**config.mk**
```make
export PLATFORM = sky130hd
export DESIGN_NAME = branch_resolver
export DESIGN_NICKNAME = d
export VERILOG_FILES = /design/src/rtl/branch_pkg.sv /design/src/rtl/pred_queue.sv /design/src/rtl/branch_resolver.sv
export SDC_FILE = /design/constraint.sdc
export NUM_CORES = 1
export LEC_CHECK = 0
export CAP_MARGIN = 15
export CELL_PAD_IN_SITES_DETAIL_PLACEMENT = 0
export CELL_PAD_IN_SITES_GLOBAL_PLACEMENT = 1
export CORE_MARGIN = 3
export CORE_UTILIZATION = 56
export DETAILED_ROUTE_END_ITERATION = 16
export DONT_BUFFER_PORTS = 1
export GPL_ROUTABILITY_DRIVEN = 0
export PLACE_DENSITY_LB_ADDON = 0.1
export REMOVE_ABC_BUFFERS = 1
export SKIP_LAST_GASP = 1
export SLEW_MARGIN = 20
export SYNTH_ARGS = -nofsm -noshare
export SYNTH_HDL_FRONTEND = slang
export SYNTH_HIERARCHICAL = 1
export SYNTH_SLANG_ARGS = --single-unit
```
**constraint.sdc**
```tcl
create_clock -name clk -period 6.61 [get_ports clk]
set_input_delay 1.322 -clock clk [delete_from_list [all_inputs] [get_ports clk]]
set_output_delay 1.322 -clock clk [all_outputs]
set_load 0.01 [all_outputs]
```
**src/rtl/branch_pkg.sv**
```systemverilog
// Shared types and constants for the branch resolver slice.
package branch_pkg;

  localparam int unsigned PC_MAX_WIDTH = 64;
  localparam int unsigned PC_INC       = 4;

  // Fields are sized for the widest supported PC; narrower builds zero-extend.
  typedef struct packed {
    logic [PC_MAX_WIDTH-1:0] pc;
    logic                    hit;
    logic                    pred;
    logic [PC_MAX_WIDTH-1:0] target;
  } pred_rec_t;

endpackage

```
**src/rtl/pred_queue.sv**
```systemverilog
// In-flight prediction queue: synchronous FIFO with a clear that overrides push/pop.
module pred_queue
  import branch_pkg::*;
#(
  parameter int unsigned DEPTH = 4
) (
  input  logic                     clk,
  input  logic                     rst,
  input  logic                     clear,
  input  logic                     push,
  input  logic                     pop,
  input  pred_rec_t                wr_data,
  output pred_rec_t                rd_data,
  output logic [$clog2(DEPTH):0]   count,
  output logic                     empty,
  output logic                     full
);

  localparam int unsigned AW = $clog2(DEPTH);

  pred_rec_t        mem [DEPTH];
  logic [AW-1:0]    wr_ptr;
  logic [AW-1:0]    rd_ptr;
  logic             do_push;
  logic             do_pop;

  assign empty   = (count == '0);
  assign full    = (count == (AW+1)'(DEPTH));
  assign do_push = push && !full && !clear;
  assign do_pop  = pop && !empty;
  assign rd_data = mem[rd_ptr];

  always_ff @(posedge clk) begin
    if (rst || clear) begin
      wr_ptr <= '0;
      rd_ptr <= '0;
      count  <= '0;
    end else begin
      if (do_push) wr_ptr <= wr_ptr + 1'b1;
      if (do_pop)  rd_ptr <= rd_ptr + 1'b1;
      count <= count + {{AW{1'b0}}, do_push} - {{AW{1'b0}}, do_pop};
    end
  end

  always_ff @(posedge clk) begin
    if (do_push) mem[wr_ptr] <= wr_data;
  end

endmodule

```
**src/rtl/branch_resolver.sv**
```systemverilog
// Compares in-order branch resolutions against queued predictions and drives
// predictor/BTB updates and fetch redirects. Optional counters: BRANCH_STATS_EN.
module branch_resolver
  import branch_pkg::*;
#(
  parameter int unsigned DATA_WIDTH = 32,
  parameter int unsigned DEPTH      = 4,
  parameter int unsigned CNT_WIDTH  = 32
) (
  input  logic                    clk,
  input  logic                    rstn,
  input  logic                    push_valid,
  input  logic [DATA_WIDTH-1:0]   push_pc,
  input  logic                    push_hit,
  input  logic                    push_pred,
  input  logic [DATA_WIDTH-1:0]   push_target,
  output logic                    push_ready,
  input  logic                    res_valid,
  input  logic                    res_taken,
  input  logic [DATA_WIDTH-1:0]   res_target,
  input  logic                    ext_flush,
  output logic                    update_predictor,
  output logic                    update_btb,
  output logic                    actually_taken,
  output logic [DATA_WIDTH-1:0]   resolved_pc,
  output logic [DATA_WIDTH-1:0]   resolved_pc_target,
  output logic                    mispredict,
  output logic [DATA_WIDTH-1:0]   redirect_pc,
  output logic                    empty,
  output logic [$clog2(DEPTH):0]  count,
  output logic                    underflow_err
`ifdef BRANCH_STATS_EN
  ,
  output logic [CNT_WIDTH-1:0]    stat_branches,
  output logic [CNT_WIDTH-1:0]    stat_mispredicts
`endif
);

  pred_rec_t               push_rec;
  pred_rec_t               head;
  logic                    full;
  logic                    pop;
  logic                    eff_taken;
  logic                    mis;
  logic                    clear;
  logic [DATA_WIDTH-1:0]   head_pc;
  logic [DATA_WIDTH-1:0]   head_tgt;
  logic [DATA_WIDTH-1:0]   head_pc_inc;

  always_comb begin
    push_rec        = '0;
    push_rec.pc     = PC_MAX_WIDTH'(push_pc);
    push_rec.hit    = push_hit;
    push_rec.pred   = push_pred;
    push_rec.target = PC_MAX_WIDTH'(push_target);
  end

  pred_queue #(.DEPTH(DEPTH)) u_queue (
    .clk     (clk),
    .rst     (rstn),
    .clear   (clear),
    .push    (push_valid),
    .pop     (pop),
    .wr_data (push_rec),
    .rd_data (head),
    .count   (count),
    .empty   (empty),
    .full    (full)
  );

  assign push_ready  = !full;
  assign pop         = res_valid && !empty;
  assign head_pc     = head.pc[DATA_WIDTH-1:0];
  assign head_tgt    = head.target[DATA_WIDTH-1:0];
  assign head_pc_inc = head_pc + DATA_WIDTH'(PC_INC);
  assign eff_taken   = head.hit && head.pred;
  assign mis         = (res_taken != eff_taken) || (res_taken && (res_target != head_tgt));
  // A flush still lets a concurrent pop report; the queue clear drops any same-cycle push.
  assign clear       = ext_flush || (pop && mis);

  always_ff @(posedge clk) begin
    if (rstn) begin
      update_predictor   <= 1'b0;
      update_btb         <= 1'b0;
      actually_taken     <= 1'b0;
      mispredict         <= 1'b0;
      resolved_pc        <= '0;
      resolved_pc_target <= '0;
      redirect_pc        <= '0;
      underflow_err      <= 1'b0;
    end else begin
      update_predictor <= pop;
      update_btb       <= pop && res_taken;
      actually_taken   <= pop && res_taken;
      mispredict       <= pop && mis;
      if (pop) begin
        resolved_pc        <= head_pc;
        resolved_pc_target <= res_target;
        redirect_pc        <= res_taken ? res_target : head_pc_inc;
      end
      if (res_valid && empty) underflow_err <= 1'b1;
    end
  end

`ifdef BRANCH_STATS_EN
  always_ff @(posedge clk) begin
    if (rstn) begin
      stat_branches    <= '0;
      stat_mispredicts <= '0;
    end else begin
      if (pop && (stat_branches != '1))           stat_branches    <= stat_branches + 1'b1;
      if (pop && mis && (stat_mispredicts != '1)) stat_mispredicts <= stat_mispredicts + 1'b1;
    end
  end
`endif

endmodule

```
# After elaboration in Yosys (flattened, before gate mapping)

Memory sizes are Yosys's and may differ from the RTL's. A register that Yosys moved wholly into a read port is not among the register bits.
Index checks and enable logic that the tools add are counted.

Flip-flop bits (word level): 107
RAM bits: 264
Output and inout bits: 106
Memories: 1

Memories:

| memory      | words | width | read ports | clocked after Yosys merged registers in | write ports | line             | text |
|---|---|---|---|---|---|---|---|
| u_queue.mem | 4     | 66    | 1          | 1                                       | 1           | pred_queue.sv:21 | `pred_rec_t mem [DEPTH];` |

Add/sub/neg operators: 5
Equal/unequal tests: 3
Mux-type cells: 5
Reductions and logical operators: 16

Operators by type and width:

| cell                                           | count |
|---|---|
| adder 32 x 3 -> 32 bit (second input constant) | 1 |
| two-way mux 32 bit                             | 1 |
| inequality test 32 bit                         | 1 |
| logical AND 1 bit                              | 9 |
| adder 2 x 1 -> 2 bit (second input constant)   | 2 |
| two-way mux 2 bit                              | 2 |
| adder 3 x 1 -> 3 bit                           | 1 |
| == test 3 bit (second input constant)          | 1 |
| zero test 1 bit                                | 3 |
| zero test 3 bit                                | 1 |
| logical OR 1 bit                               | 3 |
| subtractor 3 x 1 -> 3 bit                      | 1 |
| two-way mux 1 bit                              | 2 |
| inequality test 1 bit                          | 1 |

# Depth between registers and ports, before layout

Gate-level depths: netlist (run 1).

Word-level depth: 9
Mapped depth: 19
Depth with buffers taken out: 16

# Hierarchy

The synthesis (run 1) kept the hierarchy.

Modules (own cells, without submodules):

| module          | instances | cells each | area an instance (um2) | seq. area each (um2) |
|---|---|---|---|---|
| pred_queue      | 1         | 731        | 19,347.3               | 15,795.1 |
| branch_resolver | 1         | 587        | 4,586.9                | 2,001.9 |

# Worst setup path after synthesis (run 1)

Ideal clock, no wire load.

Kind: input to register
Start point: input res_taken
End point: memory u_queue/mem[0][0] (netlist bit), enable pin
Library setup time: 0.506 ns
Arrival: 5.496 ns
Required time: 6.104 ns
Path slack: 0.608 ns
Cell stages on the path: 7
Buffers on the path: 1
Cells stage by stage: clkbuf_1 nand4_1 nor4_1 nand4_1 a21o_1 nor2b_1 and3_1

Cells in the longest elaborated chain, start to end: 8
Elaborated cells on any way between the ends: 9
Classes of those cells: 1 x eq/ne; 2 x mux; 6 x reduce/logical

RTL lines:

| element                                                    | line                  | text |
|---|---|---|
| from (decl)                                                | branch_resolver.sv:19 | `input logic res_taken,` |
| inequality test 1 bit or logical AND 1 bit (tied branches) | branch_resolver.sv:77 | `assign mis = (res_taken != eff_taken) \|\| (res_taken && (res_target != head_tgt));` |
| logical OR 1 bit *                                         | branch_resolver.sv:77 |  |
| logical AND 1 bit *                                        | branch_resolver.sv:79 | `assign clear = ext_flush \|\| (pop && mis);` |
| logical OR 1 bit *                                         | branch_resolver.sv:79 |  |
| named net clear                                            | branch_resolver.sv:45 | `logic clear;` |
| zero test 1 bit *                                          | pred_queue.sv:29      | `assign do_push = push && !full && !clear;` |
| logical AND 1 bit *                                        | pred_queue.sv:29      |  |
| two-way mux 1 bit *                                        | pred_queue.sv:46      | `if (do_push) mem[wr_ptr] <= wr_data;` |
| two-way mux 1 bit (not written as such) *                  | pred_queue.sv:46      |  |
| to (decl)                                                  | pred_queue.sv:21      |  |

The timed path passes the listed nets; every way through them passes the cells marked *.

==> qor_table.md, run 1 <==
| Parameter | Reported | Unit |
|---|---|---|
| Die area | 28200 | um^2 |
| Antenna-violating nets left | 0 | - |
| Category of the most critical setup path | reg2reg | - |
| Leakage Power | 0.00503 | uW |
| DRC violation count after routing | 0 | - |
| Hold-fix buffers, CTS | 0 | - |
| Slew @ Worst Pin | 1150 | ps |
| Initial Utilization | 57.6 | % |
| Inserted Clock Buffers | 38 | - |
| Skew-Pair Late Insertion Delay | 520 | ps |
| Number of antenna violations at the first check in global routing | 0 | - |
| Share of final-layout standard cells stronger than drive strength 1 | 14.0 | % |
| VDD IR-drop max | 0.000214 | V |
| Worst clock skew on the final layout | 13.6 | ps |
| Most common cell after layout, fill and taps aside | edfxtp_1 | - |
| FP Rows | 58 | - |
| Maximum fanout along the worst path | 40 | - |
| Average wire length per cell after detail routing | 24.4 | um |
| Final HPWL DP | 20400 | um |
| Horiz. Die Dim | 168 | um |
| Critical path cell sequence | buf_4 > mux4_2 > xnor2_1 > nand4_1 > nor4_1 > nand4_1 > a21o_1 > nor2b_1 > and2_1 > inv_1 > ha_1 > inv_1 > ha_1 > fa_1 > xnor2_1 > xnor2_1 > nor3_1 | - |
| Iter 0 DRT Violations | 617 | - |
| Net count, final | 1083 | - |
| Highest-count cells in the layout ignoring fill and taps | 264 x edfxtp_1, 164 x nand2_1, 107 x dfxtp_1 | - |
| Clock net sink count | 373 | - |
| GRT Residual Overflow | 0 | - |
| DR pass1 iterations | 5 | - |
| Maximum count of clock buffers along a single path | 3 | - |
| Largest stage delay on the critical path | 890 | ps |
| Number of vias after detailed routing | 8151 | - |
| Hold Crit Depth | 2 | - |
| First-pass GRT wire length | 49200 | um |
| Time the worst path needs with I/O delays and setup | 5170 | ps |
| Cells after Synth | 987 | - |
| Number of synthesis warnings | 6 | - |
| Critical Path End Type | flip-flop | - |
| Resized Gates After CTS | 0 | - |
| # H-tree levels | 2 | - |
| Result of the run | complete, no violations | - |
| Core area | 25500 | um^2 |
| Die extent in y | 168 | um |
| CTS tree | done | - |
| CTS root buffer | clkbuf_16 | - |
| Total power | 4670 | uW |
| Syn Area/Cell | 14.9 | um^2 |
| Total power density per cell area | 292 | nW/um^2 |
| Area used by multi-input combinational logic | 4180 | um^2 |
| Accumulated negative setup slack | 0 | ps |
| Largest net degree at the start of global routing | 103 | - |
| Number of antenna diodes | 0 | - |
| # IOs | 210 | - |
| Arrival time reported for the critical path endpoint | 5610 | ps |
| Number of hold violations in the final report | 0 | - |
| Number of placed instances with taps included | 1260 | - |
| Hold-critical path endpoint | redirect_pc[8] | - |
| Standard cell with the maximum stage delay on the critical path | dfxtp_4 | - |
| R2R Setup Slk | 1440 | ps |
| Clk pin slew, worst setup/hold paths | 60 | ps |
| Share of the cycle needed by the critical path after routing | 78.2 | % |
| Required time of the worst setup path | 7050 | ps |
| Setup Slack @ Placement | 1430 | ps |
| RSZ-0062 raised after global routing | false | - |
| Startpoint types | flip-flop | - |
| Reg-to-reg endpoint | u_queue/count[2] | - |
| Final standard cell count with taps included and fillers excluded | 1329 | - |
| Worst-case setup margin in the final layout | 1440 | ps |
| Hold_sp | redirect_pc[8] | - |
| FF/Latch Area | 10100 | um^2 |
| Number of cells on the worst reg-to-reg path | 17 | - |
| Tightest Hold Check Type | reg2reg | - |
| Overall track demand over capacity in global routing | 22.7 | % |
| Final core utilization | 62.7 | % |
| Number of post-CTS setup repair buffers | 0 | - |
| Count of pins over their slew limit | 0 | - |
| Fill cell instance count of the final layout | 1880 | - |
| Cell type with the highest occurrence count on the critical path | xnor2_1 | - |
| Wire length reported by the detailed router | 32500 | um |
| Number of global-route vias before repair | 8351 | - |
| Setup-violating endpoint count in the final report | 0 | - |
| Summed instance area of the synthesized netlist | 14700 | um^2 |
| Number of vias per cell after detailed routing | 6.13 | - |
| Max-Slew Margin vs Limit | 23.4 | % |
| Area delta synth->final | 8.83 | % |
| PortBufs | 0 | - |
| # Max-Cap Violations | 0 | - |
| Max Clock Freq | 0.193 | GHz |
==> final cells by class <==
cell class / count / share of cell area (%)
Multi-Input combinational cell: 538 / 26.1
Timing Repair Buffer: 5 / 0.313
Clock inverter: 13 / 0.517
Tap cell: 330 / 2.58
Sequential cell: 373 / 63.3
Clock buffer: 55 / 6.74
Inverter: 15 / 0.368
==> power by group <==
| group | total, uW | switching [uW] | internal, uW |
|---|---|---|---|
| combinational | 131 | 76.1 | 54.5 |
| sequential | 2570 | 24.1 | 2540 |
| clock | 1970 | 835 | 1130 |
| total | 4670 | 935 | 3730 |
==> flip-flops by register name, summed over array words and instances, names as in the netlist, named ones only <==
| register | flops |
|---|---|
| actually_taken | 1 |
| mispredict | 1 |
| redirect_pc | 32 |
| resolved_pc | 32 |
| resolved_pc_target | 32 |
| u_queue/count | 3 |
| u_queue/mem | 264 |
| u_queue/rd_ptr | 2 |
| u_queue/wr_ptr | 2 |
| underflow_err | 1 |
| update_predictor | 1 |
==> critical path: cells and delay by family (launching register included) <==
family          cells  cell delay (ps)
simple gates        6             1420
fa+ha+maj           3              870
flops               1              890
xor+xnor            3              460
compound gates      1              310
buf+inv             3              560
mux                 1              570
==> through the flow <==
stage | cell area [um^2] | hold slack (ps)
2_1_floorplan | 14300 | 461
3_3_place_gp | 14800 | 479
3_5_place_dp | 14800 | 483
4_1_cts | 16000 | 496
5_1_grt | 16000 | 513
6_report | 16000 | 495
==> how the worst max path moves through the flow <==
stage,to,slack (ps)
finish,u_queue/count[2],1440
global route,u_queue/count[2],1010
CTS,u_queue/count[2],1330
detailed placement,u_queue/count[2],1430
global placement,u_queue/count[2],1560
floorplan,u_queue/mem[0][0],-40
==> metal layers <==
layer	share of wire, %	global-route usage, %	vias up
met3	9.5	8.05	40
met5	0	0	-
met2	49	38.0	276
met4	1.8	5.48	0
li1	-	-	3658
met1	39	28.7	4177
(Power assumes the default switching activity.)
==> run 2, diff against run 1 <==
==> constraint.sdc (replaced) <==
create_clock -name clk -period 5.4 [get_ports clk]
set_input_delay 1.08 -clock clk [delete_from_list [all_inputs] [get_ports clk]]
set_output_delay 1.08 -clock clk [all_outputs]
set_load 0.01 [all_outputs]
==> qor_table.md, run 2 (synthesis gave the netlist of run 1 again) <==
| Parameter | Reported | Unit | vs previous |
|---|---|---|---|
| Routed metal-1 wire length | 12800 | um | about the same |
| Number of global-route vias before repair | 8330 | - | was 8351 |
| Largest net degree at the start of global routing | 103 | - | unchanged |
| Skew-Pair Late Insertion Delay | 510 | ps | was 520 ps |
| Met2 WL post-DR | 15800 | um | was 16000 um |
| DRC violation count after routing | 0 | - | unchanged |
| Net count, final | 1095 | - | was 1083 |
| Final HPWL DP | 21600 | um | was 20400 um |
| Most common cell after layout, fill and taps aside | edfxtp_1 | - | unchanged |
| Leakage Power | 0.00514 | uW | was 0.00503 uW |
| Average wire length per cell after detail routing | 24.4 | um | about the same |
| Post-detailed-placement cell area | 14900 | um^2 | was 14800 um^2 |
| GRT Residual Overflow | 0 | - | unchanged |
| # Max-Cap Violations | 0 | - | unchanged |
| Max Clock Freq | 0.213 | GHz | was 0.193 GHz |
| First-pass GRT wire length | 49500 | um | was 49200 um |
| CTS tree | done | - | unchanged |
| Overall track demand over capacity in global routing | 22.7 | % | about the same |
| Number of antenna violations at the first check in global routing | 0 | - | unchanged |
| PortBufs | 0 | - | unchanged |
| Tightest Hold Check Type | reg2reg | - | unchanged |
| Category of the most critical setup path | reg2reg | - | unchanged |
| FP Rows | 58 | - | unchanged |
| Total power density per cell area | 365 | nW/um^2 | was 292 nW/um^2 |
| Highest metal layer used by the detailed router | met4 | - | unchanged |
| Share of final-layout standard cells stronger than drive strength 1 | 15.2 | % | was 14.0% |
| Accumulated negative setup slack | 0 | ps | unchanged |
| Highest-count cells in the layout ignoring fill and taps | 264 x edfxtp_1, 164 x nand2_1, 107 x dfxtp_1 | - | unchanged |
| VDD IR-drop max | 0.000268 | V | was 0.000214 V |
| Result of the run | complete, no violations | - | unchanged |
| # H-tree levels | 2 | - | unchanged |
| Inserted Clock Buffers | 39 | - | was 38 |
| Largest register FFs | 264 | - | unchanged |
| Time the worst path needs with I/O delays and setup | 4700 | ps | was 5170 ps |
| Number of antenna diodes | 0 | - | unchanged |
| Core area | 25500 | um^2 | unchanged |
| CTS root buffer | clkbuf_16 | - | unchanged |
| Final core utilization | 63.5 | % | was 62.7% |
| Die extent in y | 168 | um | unchanged |
| Routed wl met3 | 3650 | um | was 3080 um |
| Initial Utilization | 57.6 | % | unchanged |
| Number of hold violations in the final report | 0 | - | unchanged |
| Number of vias after detailed routing | 8182 | - | was 8151 |
| Resized Gates After CTS | 0 | - | unchanged |
| Maximum fanout along the worst path | 22 | - | was 40 |
| Share of the cycle needed by the critical path after routing | 87.0 | % | was 78.2% |
| DR pass1 iterations | 6 | - | was 5 |
| Area delta synth->final | 10.1 | % | was 8.83% |
| Slew @ Worst Pin | 944 | ps | was 1150 ps |
| Clk pin slew, worst setup/hold paths | 60 | ps | about the same |
| Required time of the worst setup path | 5790 | ps | was 7050 ps |
| Antenna-violating nets left | 0 | - | unchanged |
| Smallest hold slack | 493 | ps | was 495 ps |
| Iter 0 DRT Violations | 655 | - | was 617 |
| Design area | 16200 | um^2 | was 16000 um^2 |
| Wire length reported by the detailed router | 32700 | um | was 32500 um |
| Setup-violating endpoint count in the final report | 0 | - | unchanged |
| Worst clock skew on the final layout | 15.3 | ps | was 13.6 ps |
| RSZ-0062 raised after global routing | false | - | unchanged |
| Die area | 28200 | um^2 | unchanged |
| Maximum count of clock buffers along a single path | 3 | - | unchanged |
| Number of post-CTS setup repair buffers | 0 | - | unchanged |
| Register ranked first by flip-flop count | u_queue/mem | - | unchanged |
| Arrival time reported for the critical path endpoint | 5090 | ps | was 5610 ps |
| Startpoint types | flip-flop | - | unchanged |
| Max-Slew Margin vs Limit | 36.8 | % | was 23.4% |
| Hold-fix buffers, CTS | 0 | - | unchanged |
| Clock net sink count | 373 | - | unchanged |
| Count of pins over their slew limit | 0 | - | unchanged |
| Horiz. Die Dim | 168 | um | unchanged |
| Critical Path End Type | flip-flop | - | unchanged |
| # IOs | 210 | - | unchanged |
| Number of vias per cell after detailed routing | 6.09 | - | was 6.13 |
run 2: layout make-up:
cell class              count  area [um^2]
flip-flops and latches    373        10100
fillers                  1863         9310
multi-input cells         538         4180
clock buffers              60         1170
well taps                 330          413
repair buffers             16          133
clock inverters            11          100
inverters                  15         58.8
run 2: final timing paths:
path                                            start               endpoint  slack, ps  cells past startpoint
worst max-delay path                        flip-flop       u_queue/count[2]        700                     17
worst min-delay path            resolved_pc_target[7]  resolved_pc_target[7]        490                      2
worst max register to register              flip-flop       u_queue/count[2]        700                     17
worst min register to register  resolved_pc_target[7]  resolved_pc_target[7]        490                      2
run 2: metal layers:
metal / up-vias / global-route usage, %
met5: - / 0
met4: 0 / 4.20
met3: 47 / 9.51
met2: 344 / 36.9
met1: 4119 / 29.4
li1: 3672 / -
run 2: report_power, final:
part,switching (uW),total [uW],leakage [uW],internal [uW]
sequential,29.1,3140,0.00328,3110
combinational,95.6,164,0.00124,68.1
clock,1020,2600,0.000624,1580
total,1140,5910,0.00514,4760
run 2: worst max-delay path, stage by stage, from the launching register on:
cell and delay, ps:
dfxtp_4 620, buf_4 310, mux4_2 530, xnor2_1 170, nand4_1 140, nor4_1 360, nand4_1 190, a21o_1 310
nor2b_1 380, and2_1 230, inv_1 60, ha_1 270, inv_1 40, ha_1 190, fa_1 410, xnor2_1 170
xnor2_1 130, nor3_1 50
run 2: through the flow:
stage               power [uW]  std cells  setup WS [ps]
global route              6090       1343            284
detailed placement        3370       1272            662
finish                    5910       1343            700
CTS                       5950       1343            629
global placement          3360       1272            858
floorplan                 3320        926          -1250
==> RTL edit, RTL diff (config.mk and constraints of run 2) <==
`DEPTH` is set to 4 in 2 places; all go to 2.
--- a/src/rtl/pred_queue.sv
+++ b/src/rtl/pred_queue.sv
@@ -2,7 +2,7 @@
 module pred_queue
   import branch_pkg::*;
 #(
-  parameter int unsigned DEPTH = 4
+  parameter int unsigned DEPTH = 2
 ) (
   input  logic                     clk,
   input  logic                     rst,
--- a/src/rtl/branch_resolver.sv
+++ b/src/rtl/branch_resolver.sv
@@ -4,7 +4,7 @@
   import branch_pkg::*;
 #(
   parameter int unsigned DATA_WIDTH = 32,
-  parameter int unsigned DEPTH      = 4,
+  parameter int unsigned DEPTH      = 2,
   parameter int unsigned CNT_WIDTH  = 32
 ) (
   input  logic                    clk,
Ports: changed (resized count); port bits go from 210 to 209. No check against the original RTL was run, so the function may have changed too.
==> RTL edit against run 2 <==
Maximum frequency grew 19%; utilization shrank 0.45 points; worst setup slack gained 730 ps; die area shrank 33%; cell area shrank 35%; wire length shrank 32%; via count shrank 27%; clock power shrank 37%; sequential cell count shrank 136; power shrank 36%; synthesized area shrank 34%; largest power group unchanged.
==> RTL edit: results (changes against run 2) <==
[metrics] worst hold path type: reg -> reg
[metrics] total global routing track utilization: 23.1% (+0.41 points)
[metrics] fraction of final layout cells sized beyond drive strength 1: 14.9% (-0.32 points)
[metrics] TritonCTS Buffers: 25 (-36%)
[metrics] layout overhead on the synthesized area: 9.19%
[metrics] number of fill cells in the layout: 1,319 (-29%)
[metrics] leak pwr: 3.47 nW (-32%)
[metrics] top register by number of flip-flops: u_queue/mem
[metrics] largest voltage drop on the vdd net: 0.268 mV (+0.25%)
[metrics] area post-placement: 9730 um2 (-35%)
[metrics] vias after detailed routing: 5,944 (-27%)
[metrics] vias in the first global route: 6,087 (-27%)
[metrics] Avg Synthesized Cell Area: 11.8 um2 (-21%)
[metrics] Total Wirelength: 22.3 mm (-32%)
[metrics] number of iterations in the first detailed-routing pass: 4 (-2)
[metrics] flip-flop count of the largest register, all copies and words added: 132 (-50%)
[metrics] worst slack at placement: 1440 ps (+775 ps)
[metrics] yosys synthesis warning count: 6 (unchanged)
[metrics] H-Tree Level Count: 1 (-1)
[metrics] Inst Count DP: 995 (-22%)
[metrics] sum of net half-perimeters after detailed placement: 14.8 mm (-32%)
[metrics] worst-case clock skew: 7.96 ps (-7.33 ps)
[metrics] number of nets in the finished design: 909 (-17%)
[metrics] launch point of the worst hold path: redirect_pc[6]
[metrics] I/O Buffers: 0 (unchanged)
[metrics] switching component of the power: 0.764 mW (-33%)
[metrics] first-pass GRT wire length: 33.6 mm (-32%)
[metrics] status: complete, no violations
[metrics] number of violations reported at the end of detailed-routing iteration 0: 273 (-58%)
[metrics] WP data arrival: 4370 ps (-720 ps)
[metrics] critical path peak fanout: 48 (+120%)
[metrics] relative slew slack: 33.7% (-3.1 points)
[metrics] post-detailed-route wirelength per cell: 21.5 um (-12%)
-- RTL edit: layout make-up --
class | count | area share [%]
Clock buffer | 32 | 6.19
Sequential cell | 237 | 57.7
Tap cell | 220 | 2.62
Clock inverter | 13 | 1.32
Timing Repair Buffer | 6 | 0.547
Multi-Input combinational cell | 523 | 31.3
Inverter | 9 | 0.333
-- RTL edit: power by group through the flow --
stage                     clock network (mW)  registers, mW  logic (mW)
after floorplan                            0           2.02       0.106
final                                   1.65           1.98       0.136
after global routing                    1.78           1.98       0.151
after CTS                               1.68           1.98       0.138
after global placement                     0           2.02       0.133
after detailed placement                   0           2.02       0.137
-- RTL edit: worst paths after layout --
path / endpoint / depth (start not counted) / slack (ps)
setup / recovery: u_queue/count[1] / 13 / 1430
setup reg to reg: u_queue/count[1] / 13 / 1430
hold reg to reg: redirect_pc[6] / 2 / 490
hold / removal: redirect_pc[6] / 2 / 490
-- RTL edit: critical path, cell delays in order, from the launching register on --
cell and delay [ps]:
sky130_fd_sc_hd__dfxtp_4 770, sky130_fd_sc_hd__mux2_2 420, sky130_fd_sc_hd__xnor2_1 160, sky130_fd_sc_hd__nand4_1 270, sky130_fd_sc_hd__nor4_1 410, sky130_fd_sc_hd__nand4_1 200
sky130_fd_sc_hd__a21o_1 300, sky130_fd_sc_hd__or2_2 320, sky130_fd_sc_hd__ha_1 280, sky130_fd_sc_hd__inv_1 40, sky130_fd_sc_hd__ha_1 180, sky130_fd_sc_hd__xnor2_1 220
sky130_fd_sc_hd__xnor2_1 80, sky130_fd_sc_hd__and2_1 150
-- RTL edit: routing by layer --
layer,up-vias,share of wire [%],GRT usage (%)
met4,0,2.3,6.54
li1,2864,-,-
met3,34,12,9.53
met5,-,0,0
met2,224,48,38.1
met1,2822,38,28.2
